[src/rtl/disp_pkg.sv]
// disp_pkg: shared constants, hex segment table and digit-skip helpers
// for display_scan_ctrl.
package disp_pkg;
  localparam logic [6:0] SEG_BLANK = 7'h7F;
  localparam logic [6:0] SEG_LUT [16] = '{
    7'h40, 7'h79, 7'h24, 7'h30, 7'h19, 7'h12, 7'h02, 7'h78,
    7'h00, 7'h10, 7'h08, 7'h03, 7'h46, 7'h21, 7'h06, 7'h0E
  };
  typedef struct packed {
    logic [2:0] idx;
    logic       wrap;
  } next_t;
  function automatic logic [2:0] first_enabled(input logic [7:0] mask);
    first_enabled = '0;
    for (int i = 7; i >= 0; i--) if (mask[i]) first_enabled = 3'(i);
  endfunction
  // Lowest enabled index above cur; otherwise wrap to the lowest enabled one
  // (an empty mask holds cur and still reports a wrap).
  function automatic next_t next_enabled(input logic [7:0] mask, input logic [2:0] cur);
    next_enabled.idx  = |mask ? first_enabled(mask) : cur;
    next_enabled.wrap = 1'b1;
    for (int i = 7; i >= 0; i--) begin
      if (mask[i] && 3'(i) > cur) begin
        next_enabled.idx  = 3'(i);
        next_enabled.wrap = 1'b0;
      end
    end
  endfunction
endpackage

[src/rtl/hex_to_7seg.sv]
// hex_to_7seg: combinational nibble to active-low {g,f,e,d,c,b,a} decoder.
module hex_to_7seg
  import disp_pkg::*;
(
  input  logic [3:0] i_nib,
  output logic [6:0] o_seg_n
);
  assign o_seg_n = SEG_LUT[i_nib];
endmodule

[src/rtl/display_scan_ctrl.sv]
// display_scan_ctrl: time-multiplexed 7-segment scanner with dwell/blank timing,
// digit mask, leading-zero suppression and frame-coherent input capture.
module display_scan_ctrl
  import disp_pkg::*;
#(
  parameter int NUM_DIGITS   = 4,
  parameter int DWELL_CYCLES = 10,
  parameter int BLANK_CYCLES = 1,
  parameter int PTR_W        = $clog2(NUM_DIGITS)
) (
  input  logic                    clk_10kHz,
  input  logic                    rst_n,
  input  logic [4*NUM_DIGITS-1:0] hex_in,
  input  logic [NUM_DIGITS-1:0]   dp_in,
  input  logic [NUM_DIGITS-1:0]   digit_en,
  input  logic                    lz_blank,
  output logic [PTR_W-1:0]        digit,
  output logic [NUM_DIGITS-1:0]   an_n,
  output logic [6:0]              seg_n,
  output logic                    dp_n,
  output logic                    frame_tick
);
  localparam int CNT_W = $clog2(DWELL_CYCLES);
  localparam logic [CNT_W-1:0] LAST = CNT_W'(DWELL_CYCLES - 1);
  localparam logic [CNT_W-1:0] BLK  = CNT_W'(BLANK_CYCLES);

  // Frame registers are kept 8 lanes wide so the 3-bit pointer indexes them exactly.
  logic [2:0]            r_digit;
  logic [CNT_W-1:0]      r_dwell;
  logic [31:0]           r_hex;
  logic [7:0]            r_dp;
  logic [7:0]            r_en;
  logic                  r_lz;
  logic [NUM_DIGITS-1:0] r_an;
  logic [6:0]            r_seg;
  logic                  r_dp_n;
  next_t                 w_nxt;
  logic                  w_end;
  logic                  w_wrap;
  logic                  w_blank;
  logic                  w_show;
  logic                  w_lz_hide;
  logic [7:0]            w_lz;
  logic [3:0]            w_nib;
  logic [6:0]            w_seg;

  always_comb begin
    w_nxt     = next_enabled(r_en, r_digit);
    w_end     = r_dwell == LAST;
    w_wrap    = w_end && w_nxt.wrap;
    w_blank   = r_dwell < BLK;
    w_show    = r_en[r_digit];
    w_nib     = r_hex[{r_digit, 2'b00} +: 4];
    for (int i = 0; i < 8; i++) w_lz[i] = ~|(r_hex >> (4 * i));
    w_lz_hide = r_lz && |r_digit && w_lz[r_digit];
  end

  hex_to_7seg u_dec (
    .i_nib  (w_nib),
    .o_seg_n(w_seg)
  );

  always_ff @(posedge clk_10kHz or negedge rst_n) begin
    if (!rst_n) begin
      r_digit <= '0;
      r_dwell <= '0;
      r_hex   <= '0;
      r_dp    <= '0;
      r_en    <= '0;
      r_lz    <= 1'b0;
      r_an    <= '1;
      r_seg   <= SEG_BLANK;
      r_dp_n  <= 1'b1;
    end else begin
      r_dwell <= w_end ? '0 : r_dwell + 1'b1;
      if (w_wrap) begin
        r_hex   <= 32'(hex_in);
        r_dp    <= 8'(dp_in);
        r_en    <= 8'(digit_en);
        r_lz    <= lz_blank;
        r_digit <= |digit_en ? first_enabled(8'(digit_en)) : r_digit;
      end else if (w_end) begin
        r_digit <= w_nxt.idx;
      end
      r_an   <= w_blank ? '1 : ~(NUM_DIGITS'(w_show) << r_digit);
      r_seg  <= (w_blank || !w_show || w_lz_hide) ? SEG_BLANK : w_seg;
      r_dp_n <= w_blank || !(w_show && r_dp[r_digit]);
    end
  end

  assign digit      = r_digit[PTR_W-1:0];
  assign an_n       = r_an;
  assign seg_n      = r_seg;
  assign dp_n       = r_dp_n;
  assign frame_tick = w_wrap;
endmodule

[config.mk]
export PLATFORM = sky130hd
export DESIGN_NAME = display_scan_ctrl
export DESIGN_NICKNAME = d
export VERILOG_FILES = /design/src/rtl/disp_pkg.sv /design/src/rtl/hex_to_7seg.sv /design/src/rtl/display_scan_ctrl.sv
export SDC_FILE = /design/constraint.sdc
export NUM_CORES = 1
export LEC_CHECK = 0
export BUFFER_PORTS_ARGS = -buffer_cell sky130_fd_sc_hd__clkbuf_2
export CAP_MARGIN = 20
export CORE_ASPECT_RATIO = 2
export CORE_MARGIN = 3
export CORE_UTILIZATION = 30
export CTS_CLUSTER_DIAMETER = 30
export DETAILED_ROUTE_END_ITERATION = 16
export PLACE_DENSITY_LB_ADDON = 0.12
export SYNTH_ARGS = -nofsm -noshare
export SYNTH_HDL_FRONTEND = slang
export SYNTH_SLANG_ARGS = --single-unit
[constraint.sdc]
create_clock -name clk_10kHz -period 3.4 [get_ports clk_10kHz]
set_clock_uncertainty 0.05 [all_clocks]
set_input_delay 0.68 -clock clk_10kHz [delete_from_list [all_inputs] [get_ports clk_10kHz]]
set_output_delay 0.68 -clock clk_10kHz [all_outputs]
set_load 0.01 [all_outputs]
Yosys cells after proc, flatten, opt, wreduce, memory -nomap -nowiden
Memory sizes are Yosys's and may differ from the RTL's.
Index checks and enable logic that the tools add are counted.
Widths: inputs -> output; s select.

word-level totals
  bits in registers = 44
  ROM bits = 112
  input port bits = 27
  output and inout bits = 15
  logic and storage cells = 78
  memories kept = 1

memory list
  memory           depth  width  read ports  clocked after memory_dff  wr ports  RTL line          source
  (no name shown)  16     7      1           0                         0         hex_to_7seg.sv:8  assign o_seg_n = SEG_LUT[i_nib];

cells by class
  $add $sub $neg = 1
  $lt $le $gt $ge = 7
  equality and inequality tests = 2
  shift-type cells = 2
  muxes and demuxes = 27
  bitwise operators = 2
  reductions and logical operators = 27

operators by type and width
  cell                 count
  $shiftx 32x6->4      1
  $mux 4               6
  $mux 3               7
  $mux 7               3
  $reduce_or 16->1     1
  $reduce_or 12->1     1
  $reduce_or 4->1      3
  $mux 2               5
  $reduce_bool 10->1   1
  $bmux 1 s3           3
  $logic_and 1x1->1    8
  $reduce_or 8->1      1
  $gt 1x3->1 const A   2
  $gt 2x3->1 const A   2
  $logic_not 1->1      6
  $ge 5x5->1 const B   1
  $not 4->5            1
  $add 4x1->4 const B  1
  $eq 4x4->1 const B   1
  $lt 3x4->1 const B   1
  $lt 4x1->1 const B   1
  $not 4->4            1
  $shl 1x3->4          1
  $logic_or 1x1->1     3
  other kinds (5)      7

Depth between registers and ports, before layout
Gate-level depths: netlist of the first run.

  depth in word-level cells = 12
  gate-level depth with buffers = 9
  gate-level depth less buffers = 7

Modules after synthesis
From an unflattened synthesis of the first run, not the netlist that was laid out.

unflattened totals
  cells, all modules = 183
  area total of the unflattened synthesis = 2,254.7 um2

modules (own cells, without submodules)
  module             times used  cells each  area each (um2)  seq. area each (um2)
  display_scan_ctrl  1           148         2,006.9          1,091.0
  hex_to_7seg        1           35          247.7            0.0

Worst setup path before layout of the first run
No wires, ideal clock.

  path type = register to output
  start = reg r_dwell[2]
  end = out frame_tick
  data arrival time = 1.394 ns
  slack = 1.276 ns
  cell stages (with the launch flop) = 6
  cell sequence = dfrtp_1 nand2b_1 or3_4 nand3b_4 buf_6 inv_1

on the way
  word-level cells in the longest chain between the ends = 2

ends and longest elaborated chain
  element                 RTL line                 source
  from (decl)             display_scan_ctrl.sv:29  logic [CNT_W-1:0] r_dwell;
  from (signal assigned)  display_scan_ctrl.sv:75  r_dwell <= w_end ? '0 : r_dwell + 1'b1;
  $eq 4x4->1              display_scan_ctrl.sv:49  w_end = r_dwell == LAST;
  $logic_and 1x1->1       display_scan_ctrl.sv:50  w_wrap = w_end && w_nxt.wrap;
  to (decl)               display_scan_ctrl.sv:21  output logic frame_tick

Every way passes these cells.

Worst setup path in the final report of the first run
  start = reg r_digit[0]
  end = out frame_tick

on the way
  word-level cells in the longest chain between the ends = 7

ends and longest elaborated chain
  element                 RTL line                 source
  from (decl)             display_scan_ctrl.sv:28  logic [2:0] r_digit;
  from (signal assigned)  display_scan_ctrl.sv:81  r_digit <= |digit_en ? first_enabled(8'(digit_en)) : r_digit;
  from (signal assigned)  display_scan_ctrl.sv:83  r_digit <= w_nxt.idx;
  $gt 2x3->1              disp_pkg.sv:23           if (mask[i] && 3'(i) > cur) begin
  $logic_and 1x1->1       disp_pkg.sv:23
  $mux 4 (3 in a row)     disp_pkg.sv:23
  $mux 4 *                disp_pkg.sv:23
  $logic_and 1x1->1 *     display_scan_ctrl.sv:50

Mark *: on every way between the ends. The rest lies on a longest branch, timed or not.

==> results_dict.tcl, run 1 <==
set metrics [dict create \
    status "finished, final reports clean" \
    power_mw 2.68 \
    fin_nets 242 \
    finalCritPeriodShare 0.718 \
    initial_utilization 0.311 \
    rows 43 \
    num_antenna_cells 0 \
    grt_pass1_vias 1587 \
    p_leak_nw 1.19 \
    rsz0062_at_grt "no" \
    netSwitchingFraction 0.370 \
    worst_setup_path_end_kind "output port" \
    die_y_microns 126 \
    die-area_sq_mm 0.00831 \
    power.density_mw_per_mm2 1040 \
    area_growth_pct 19.8 \
    cap_violations 0 \
    stdcell_area_sq_mm 0.00259 \
    grt.overflow.total 0 \
    syn_inst 166 \
    vias_per_cell 4.71 \
    drc 0 \
    clk_latency_ps 280 \
    synth.distinct_cells 37 \
    power_frac_clock 0.172 \
    cts_tree "built" \
    clockBufferDepth 2 \
    placed_cells 292 \
    internal_power_mw 1.69 \
    cts_made_buffers 5 \
    setup_viol 0 \
    start_kind "register" \
    worst-endpoint-required_ps 2670 \
    worstPathArrival_ps 1710 \
    yosysWarningCount 0 \
    final-hold-violation-count 0 \
    yosysTopAreaCell "dfrtp_1" \
    drive_above_1_share 0.471 \
    io_buffers 41 \
    p_comb_frac 0.483 \
    netlist_area_sq_mm 0.00216 \
    path_max_fanout 13 \
    io_pins 42 \
    drt_iter0_drc 52 \
    slew_headroom 0.603 \
    first_pass_iters 4 \
    hold_class "in2async" \
    period_needed_ps 2440 \
    cp_common_cell "inv_1" \
    cts_setup_buffers 0 \
    synth_edf_count 0 \
    worst_slew_pin_slew_ps 596 \
    grt_usage 0.133 \
    root_buffer "clkbuf_16" \
    postCtsHoldBufs 0 \
    cts_htree_levels 2 \
    yosys_register_bits 43 \
    final_common_cell "clkbuf_2" \
    ir_drop_v 0.000385 \
    post_drt_wl_per_cell_microns 16.2 \
    setup_slack_ps 959 \
    core_sq_mm 0.00694 \
    path_class "reg2out" \
    postPlaceCellArea_sq_mm 0.00245 \
    synthFlopType "dfrtp_1" \
    grt_max_degree 26 \
    ant_nets 0 \
    place_congestion 0.787 \
    slowest_delay_ps 690 \
    cp_slowest_cell "dfrtp_1" \
    instances_no_fill 300 \
    place_hpwl_microns 3710 \
    synth_top_area_frac 0.359 \
    slew_violations 0 \
    cts.repair.resized 0 \
    max_freq_mhz 410 \
    clkTransAtPathRegs_ps 60 \
    async_flop_share 1.00 \
    final_cell_mix "clkbuf_2 (41), dfrtp_1 (31), mux2_4 (19)" \
    syn-num-nets 199 \
    ys_top_cells_by_area "dfrtp_1 (36%), dfstp_2 (15%), mux2_4 (13%), mux4_2 (6.3%), ha_1 (3.5%)" \
    switchingPower_mw 0.990 \
    grt_pass1_wl_microns 8030 \
    preCtsSetupSlack_ps 1210 \
    seq_power_share 0.345 \
    tns_ps 0 \
    yosysSeqAreaShare 0.506 \
    wirelength_microns 4850 \
    route.vias.total 1414 \
    clkSinkCount 43 \
    antenna_found_initial 0 \
    path_cells "inv_1 > o21ai_1 > nand3b_4 > inv_1 > clkbuf_2" \
    die_w_microns 66.0 \
    avgSynthCellArea_sq_um 13.0 \
]
## sequential cells by signal, indices dropped and copies added, names as in the netlist
register	flops
r_hex	16
r_dp	4
r_dwell	4
an_n	4
r_digit	2
r_en	4
r_lz	1
seg_n	7
dp_n	1
## cells in the mapped netlist, types with 3 or more instances
cell type  number
o211ai_1        4
mux2_4         19
mux4_2          6
nand2_1        12
dfstp_2        12
nand3_1         6
mux2_2          6
o21ai_0         7
clkbuf_1        4
inv_1           8
dfrtp_1        31
nand2b_1        4
nor2_1          9
a21oi_1         3
ha_1            6
## kinds of logic after synthesis
family / after synthesis / synth area share
compound gates: 28 / 0.0881
buf+inv: 16 / 0.0365
xor+xnor: 1 / 0.00406
flops: 43 / 0.506
mux: 33 / 0.235
simple gates: 39 / 0.0956
fa+ha+maj: 6 / 0.0348
## metrics by stage
stage	utilization	hold slack (ps)
3_5_place_dp	0.352	451
2_1_floorplan	-	334
3_3_place_gp	0.352	446
4_1_cts	0.373	363
6_report	0.373	341
5_1_grt	0.373	398
## path summary, 6_finish.rpt
check	from	endpoint	slack [ps]	cells past startpoint
worst max-delay path	r_digit[0]	frame_tick	960	5
worst min-delay path	rst_n	r_hex[8]	340	1
worst max register to register	r_digit[0]	seg_n[4]	1200	5
worst min register to register	r_dp[3]	r_dp[3]	460	1
max in group asynchronous	rst_n	an_n[1]	2190	2
min in group clk_10kHz	r_dp[3]	r_dp[3]	460	1
## worst max-delay path, delay by kind of cell (launching register included)
family | cells | cell delay (ps)
flip-flops | 1 | 690
AND/OR/NAND/NOR | 1 | 110
buffers and inverters | 3 | 390
AO/OA/AOI/OAI | 1 | 220
## power by group through the flow
stage                     logic (mW)  registers (mW)  clock network [mW]
after floorplan                 1.05           0.882                   0
after global placement          1.31           0.936                   0
after detailed placement        1.32           0.938                   0
after CTS                       1.32           0.931               0.477
after global routing            1.46           0.957               0.494
final                           1.29           0.925               0.460
## area by class of cell
| class | instances | area [sq um] |
|---|---|---|
| fill | 692 | 4350 |
| inverter | 9 | 33.8 |
| clock inverter | 3 | 15.0 |
| clock buffer | 5 | 125 |
| sequential | 43 | 1090 |
| tap | 90 | 113 |
| timing repair buffer | 43 | 220 |
| multi-input combinational | 107 | 988 |
## per-layer routing
layer  vias up  part of all wire  GRT usage
li1        684                 -          -
met1       688              0.36      0.131
met2        34              0.57      0.247
met3         8             0.038     0.0277
met4         0             0.030     0.0683
met5         -                 0          0
(Power assumes the default switching activity.)
==> run 2: changes to the inputs <==
--- a/config.mk
+++ b/config.mk
@@ -5,6 +5,7 @@
 export SDC_FILE = /design/constraint.sdc
 export NUM_CORES = 1
 export LEC_CHECK = 0
+export ABC_AREA = 1
 export BUFFER_PORTS_ARGS = -buffer_cell sky130_fd_sc_hd__clkbuf_2
 export CAP_MARGIN = 20
 export CORE_ASPECT_RATIO = 2
==> constraint.sdc (replaced) <==
create_clock -name clk_10kHz -period 2.35 [get_ports clk_10kHz]
set_clock_uncertainty 0.05 [all_clocks]
set_input_delay 0.47 -clock clk_10kHz [delete_from_list [all_inputs] [get_ports clk_10kHz]]
set_output_delay 0.47 -clock clk_10kHz [all_outputs]
set_load 0.01 [all_outputs]
==> run 2 against run 1 <==
- first-iteration DRC count fell by 3.8%
- wire length is 13% higher
- flip-flop and latch count unchanged
- worst setup slack lost 760 ps
- critical path type unchanged
- critical path depth grew 3
- hold slack worse by 140 ps
- combinational power down 3%
- via count up 37%
- non-clock buffer count up 4
- area after synthesis up 13%
- clock power is 96% higher
==> results_dict.tcl, run 2 <==
set metrics [dict create \
    syn_inst 297 \
    post-synth-top-count-cell "nand2_1" \
    ant_nets 0 \
    synth_edf_count 0 \
    io_buffers 41 \
    highest_layer "met4" \
    worst-endpoint-required_ps 1830 \
    setup_slack_ps 202 \
    max_flop_register "r_hex" \
    preCtsSetupSlack_ps 344 \
    met3WireLength_microns 232 \
    worst_setup_path_end_kind "output port" \
    cts.repair.resized 0 \
    clockBufferDepth 2 \
    clkTransAtPathRegs_ps 70 \
    vias_per_cell 4.41 \
    final-hold-violation-count 0 \
    drc 0 \
    yosys_register_bits 43 \
    grt.overflow.total 0 \
    drive_above_1_share 0.362 \
    max_freq_mhz 466 \
    period_needed_ps 2150 \
    placed_cells 431 \
    post_drt_wl_per_cell_microns 12.5 \
    route.vias.total 1937 \
    area_growth_pct 19.0 \
    fin_nets 377 \
    grt_usage 0.130 \
    die-area_sq_mm 0.00929 \
    clk_latency_ps 290 \
    power.density_mw_per_mm2 1120 \
    num_antenna_cells 0 \
    cts_setup_buffers 0 \
    final_util 0.375 \
    cts_tree "built" \
    tns_ps 0 \
    postCtsHoldBufs 0 \
    ys_top_cells_by_area "dfrtp_1 (32%), nand2_1 (16%), dfstp_2 (13%), nand2_2 (8.0%), nand3_1 (4.3%)" \
    place_congestion 0.890 \
    path_max_fanout 7 \
    first_pass_iters 6 \
    slew_headroom 0.638 \
    start_kind "register" \
    core_sq_mm 0.00771 \
    netlist_area_sq_mm 0.00243 \
    die_w_microns 69.7 \
    synth_top_area_frac 0.319 \
    p_leak_nw 1.53 \
    grt_pass1_vias 2029 \
    ir_drop_v 0.000715 \
    finalCritPeriodShare 0.914 \
    holdWs_ps 201 \
    setup_viol 0 \
    synthFlopType "dfrtp_1" \
    io_pins 42 \
    grt_pass1_wl_microns 9610 \
    async_flop_share 1.00 \
    instances_no_fill 439 \
    cts_htree_levels 2 \
    syn-num-nets 330 \
    stdcell_area_sq_mm 0.00290 \
    wirelength_microns 5500 \
    m1WireLength_microns 2070 \
    worst_slew_pin_slew_ps 543 \
    yosysSeqAreaShare 0.449 \
    yosysTopAreaCell "dfrtp_1" \
    antenna_found_initial 0 \
    place_hpwl_microns 4390 \
    worstPathArrival_ps 1630 \
    ys_top_cells_by_count "nand2_1 (105), dfrtp_1 (31), nand2_2 (31)" \
    final_cell_mix "nand2_1 (105), clkbuf_2 (41), nand2_2 (31)" \
    synth.distinct_cells 26 \
    clkSinkCount 43 \
    grt_max_degree 44 \
    initial_utilization 0.315 \
    cts_made_buffers 5 \
    rsz0062_at_grt "no" \
    root_buffer "clkbuf_16" \
    cap_violations 0 \
    rows 45 \
    drt_iter0_drc 50 \
    power_mw 3.25 \
    path_class "reg2out" \
    die_y_microns 133 \
    hold_class "in2async" \
    postPlaceCellArea_sq_mm 0.00270 \
    status "finished, final reports clean" \
    slew_violations 0 \
    avgSynthCellArea_sq_um 8.19 \
    final_common_cell "nand2_1" \
    wl_met2_microns 3090 \
    largest_reg_flops 16 \
    yosysWarningCount 0 \
]
## run 2: cell types whose count changed after synthesis, sizes merged, moves of 7 or more
cell	before	now
inv	9	31
mux2	25	0
nand2	12	139
nand3	6	21
nor2	9	26
o21ai	8	15
## run 2: layer usage
| layer | vias up | GRT usage |
|---|---|---|
| met5 | - | 0 |
| met2 | 45 | 0.243 |
| met1 | 883 | 0.136 |
| met3 | 7 | 0.0302 |
| met4 | 0 | 0.0565 |
| li1 | 1002 | - |
## run 2: kinds of logic after synthesis
group                    Yosys count  synth area share
flip-flops                        43             0.449
AND/OR/NAND/NOR                  190             0.374
AO/OA/AOI/OAI                     19            0.0509
XOR/XNOR                           1           0.00360
buffers and inverters             38            0.0916
adder cells (fa/ha/maj)            6            0.0309
## run 2: critical path: stages (launching register included)
cell and delay (ps):
dfrtp_1 500, buf_4 230, nor2_8 60, nand2_2 100
inv_2 50, nor2_4 130, nand2_4 80, inv_6 60
clkbuf_2 120
## run 2: path summary, 6_finish.rpt
check / start / to / slack (ps) / depth (start not counted)
max in group asynchronous: rst_n / r_digit[1] / 1650 / 2
min: rst_n / r_en[0] / 200 / 2
max reg2reg: r_digit[0] / seg_n[3] / 460 / 11
min reg2reg: r_lz / r_lz / 430 / 2
min in group clk_10kHz: dp_in[3] / r_dp[3] / 320 / 3
max: r_digit[0] / frame_tick / 200 / 8
## run 2: layout make-up
cell class              count  area, sq um
clock buffers               5          125
clock inverters             3         67.6
well taps                  94          118
inverters                  31          124
flip-flops and latches     43         1090
fillers                   822         4820
repair buffers             47          250
multi-input cells         216         1120
## run 2: where the power goes
| part | leakage, nW | total (mW) | internal [mW] | switching (mW) |
|---|---|---|---|---|
| registers | 0.497 | 1.10 | 0.984 | 0.113 |
| logic | 0.939 | 1.25 | 0.447 | 0.808 |
| clock network | 0.0900 | 0.900 | 0.609 | 0.292 |
==> run 3: changes to the inputs <==
==> constraint.sdc (replaced) <==
create_clock -name clk_10kHz -period 2.7 [get_ports clk_10kHz]
set_clock_uncertainty 0.05 [all_clocks]
set_input_delay 0.54 -clock clk_10kHz [delete_from_list [all_inputs] [get_ports clk_10kHz]]
set_output_delay 0.54 -clock clk_10kHz [all_outputs]
set_load 0.01 [all_outputs]
==> run 3 against run 2 <==
- sequential share of layout area rose by 0.74 points
- design area fell by 2.0%
- non-clock buffer count decreased by 2
- largest power group unchanged
- highest routed layer unchanged
==> results_dict.tcl, run 3 (synthesis gave the netlist of run 2 again) <==
set metrics [dict create \
    power_mw 2.64 \
    die_y_microns 133 \
    grt_pass1_wl_microns 9680 \
    internal_power_mw 1.60 \
    cts_setup_buffers 0 \
    worst_slew_pin_slew_ps 838 \
    final_util 0.368 \
    final_cell_mix "nand2_1 (105), clkbuf_2 (41), nand2_2 (31), dfrtp_1 (31)" \
    postCtsHoldBufs 0 \
    clkSinkCount 43 \
    fillers 828 \
    switchingPower_mw 1.04 \
    drive_above_1_share 0.353 \
    tns_ps 0 \
    initial_utilization 0.315 \
    worst-endpoint-required_ps 2110 \
    area_growth_pct 16.6 \
    netSwitchingFraction 0.394 \
    fin_nets 375 \
    drc 0 \
    timing.rr.end "r_hex[6]" \
    hold_class "in2async" \
    die_w_microns 69.7 \
    cap_violations 0 \
    reg2reg_depth 9 \
    max_flop_register "r_hex" \
    core_sq_mm 0.00771 \
    cts_tree "built" \
    ir_drop_v 0.000405 \
    start_kind "register" \
    slew_headroom 0.441 \
    vias_per_cell 4.41 \
    setup_viol 0 \
    r2r_start "r_digit[1]" \
    grt_max_degree 33 \
    largest_reg_flops 16 \
    clkTransAtPathRegs_ps 60 \
    max_freq_mhz 427 \
    num_antenna_cells 0 \
    worstPathArrival_ps 1750 \
    grt.overflow.total 0 \
    slew_violations 0 \
    place_hpwl_microns 4420 \
    period_needed_ps 2340 \
    p_comb_frac 0.403 \
    final-hold-violation-count 0 \
    io_buffers 41 \
    cts_made_buffers 5 \
    reg2reg_slack_ps 680 \
    first_pass_iters 4 \
    cts_htree_levels 2 \
    ant_nets 0 \
    drt_iter0_drc 103 \
    holdWs_ps 293 \
    route.vias.total 1925 \
    rsz0062_at_grt "no" \
    finalCritPeriodShare 0.867 \
    rows 45 \
    die-area_sq_mm 0.00929 \
    cts.repair.resized 0 \
    io_pins 42 \
    path_max_fanout 10 \
    antenna_found_initial 0 \
    worst_setup_path_end_kind "output port" \
    final_common_cell "nand2_1" \
    seq_power_share 0.364 \
    power_frac_clock 0.232 \
    grt_usage 0.133 \
    wirelength_microns 5530 \
    postPlaceCellArea_sq_mm 0.00269 \
    clk_latency_ps 290 \
    p_leak_nw 1.50 \
    status "finished, final reports clean" \
    power.density_mw_per_mm2 929 \
    root_buffer "clkbuf_16" \
    place_congestion 0.885 \
    path_class "reg2out" \
    clockBufferDepth 2 \
    post_drt_wl_per_cell_microns 12.7 \
    stdcell_area_sq_mm 0.00284 \
    grt_pass1_vias 2024 \
]
[run 3: through the flow]
stage | cells | setup WS [ps]
after global routing | 437 | 209
after CTS | 437 | 321
after detailed placement | 429 | 631
final | 437 | 360
after global placement | 429 | 641
after floorplan | 297 | 940
[run 3: per-layer routing]
layer	track usage	wire length, microns	vias to the layer above
met5	0	0	-
met4	0.0672	111	0
met3	0.0332	215	7
met2	0.254	3150	37
met1	0.129	2050	877
li1	-	-	1004
[run 3: how the worst max path moves through the flow]
stage	startpoint	to
2_1_floorplan	r_digit[1]	frame_tick
3_3_place_gp	r_digit[1]	frame_tick
3_5_place_dp	r_digit[1]	r_hex[6]
4_1_cts	r_digit[1]	frame_tick
5_1_grt	r_digit[1]	frame_tick
6_report	r_digit[1]	frame_tick
[run 3: layout make-up]
| type | instances | area, sq um | share of cell area |
|---|---|---|---|
| Multi-Input combinational cell | 216 | 1120 | 0.394 |
| Sequential cell | 43 | 1090 | 0.385 |
| Timing Repair Buffer | 45 | 235 | 0.0829 |
| Clock buffer | 6 | 139 | 0.0490 |
| Inverter | 31 | 124 | 0.0437 |
| Tap cell | 94 | 118 | 0.0415 |
| Clock inverter | 2 | 11.3 | 0.00397 |
[run 3: worst max-delay path: stages, from the launching register on]
cell and delay, ps:
dfrtp_1 720, inv_2 160, nand2_2 110, nand2_2 70, nor2_4 130, nand2_4 90
inv_6 50, clkbuf_2 120
[run 3: power groups by stage]
stage	Combinational (mW)	Clock (mW)	Sequential, mW
after floorplan	0.853	0	0.973
after global placement	1.08	0	0.977
after detailed placement	1.08	0	0.976
after CTS	1.09	0.635	0.965
after global routing	1.22	0.664	0.987
final	1.06	0.612	0.961
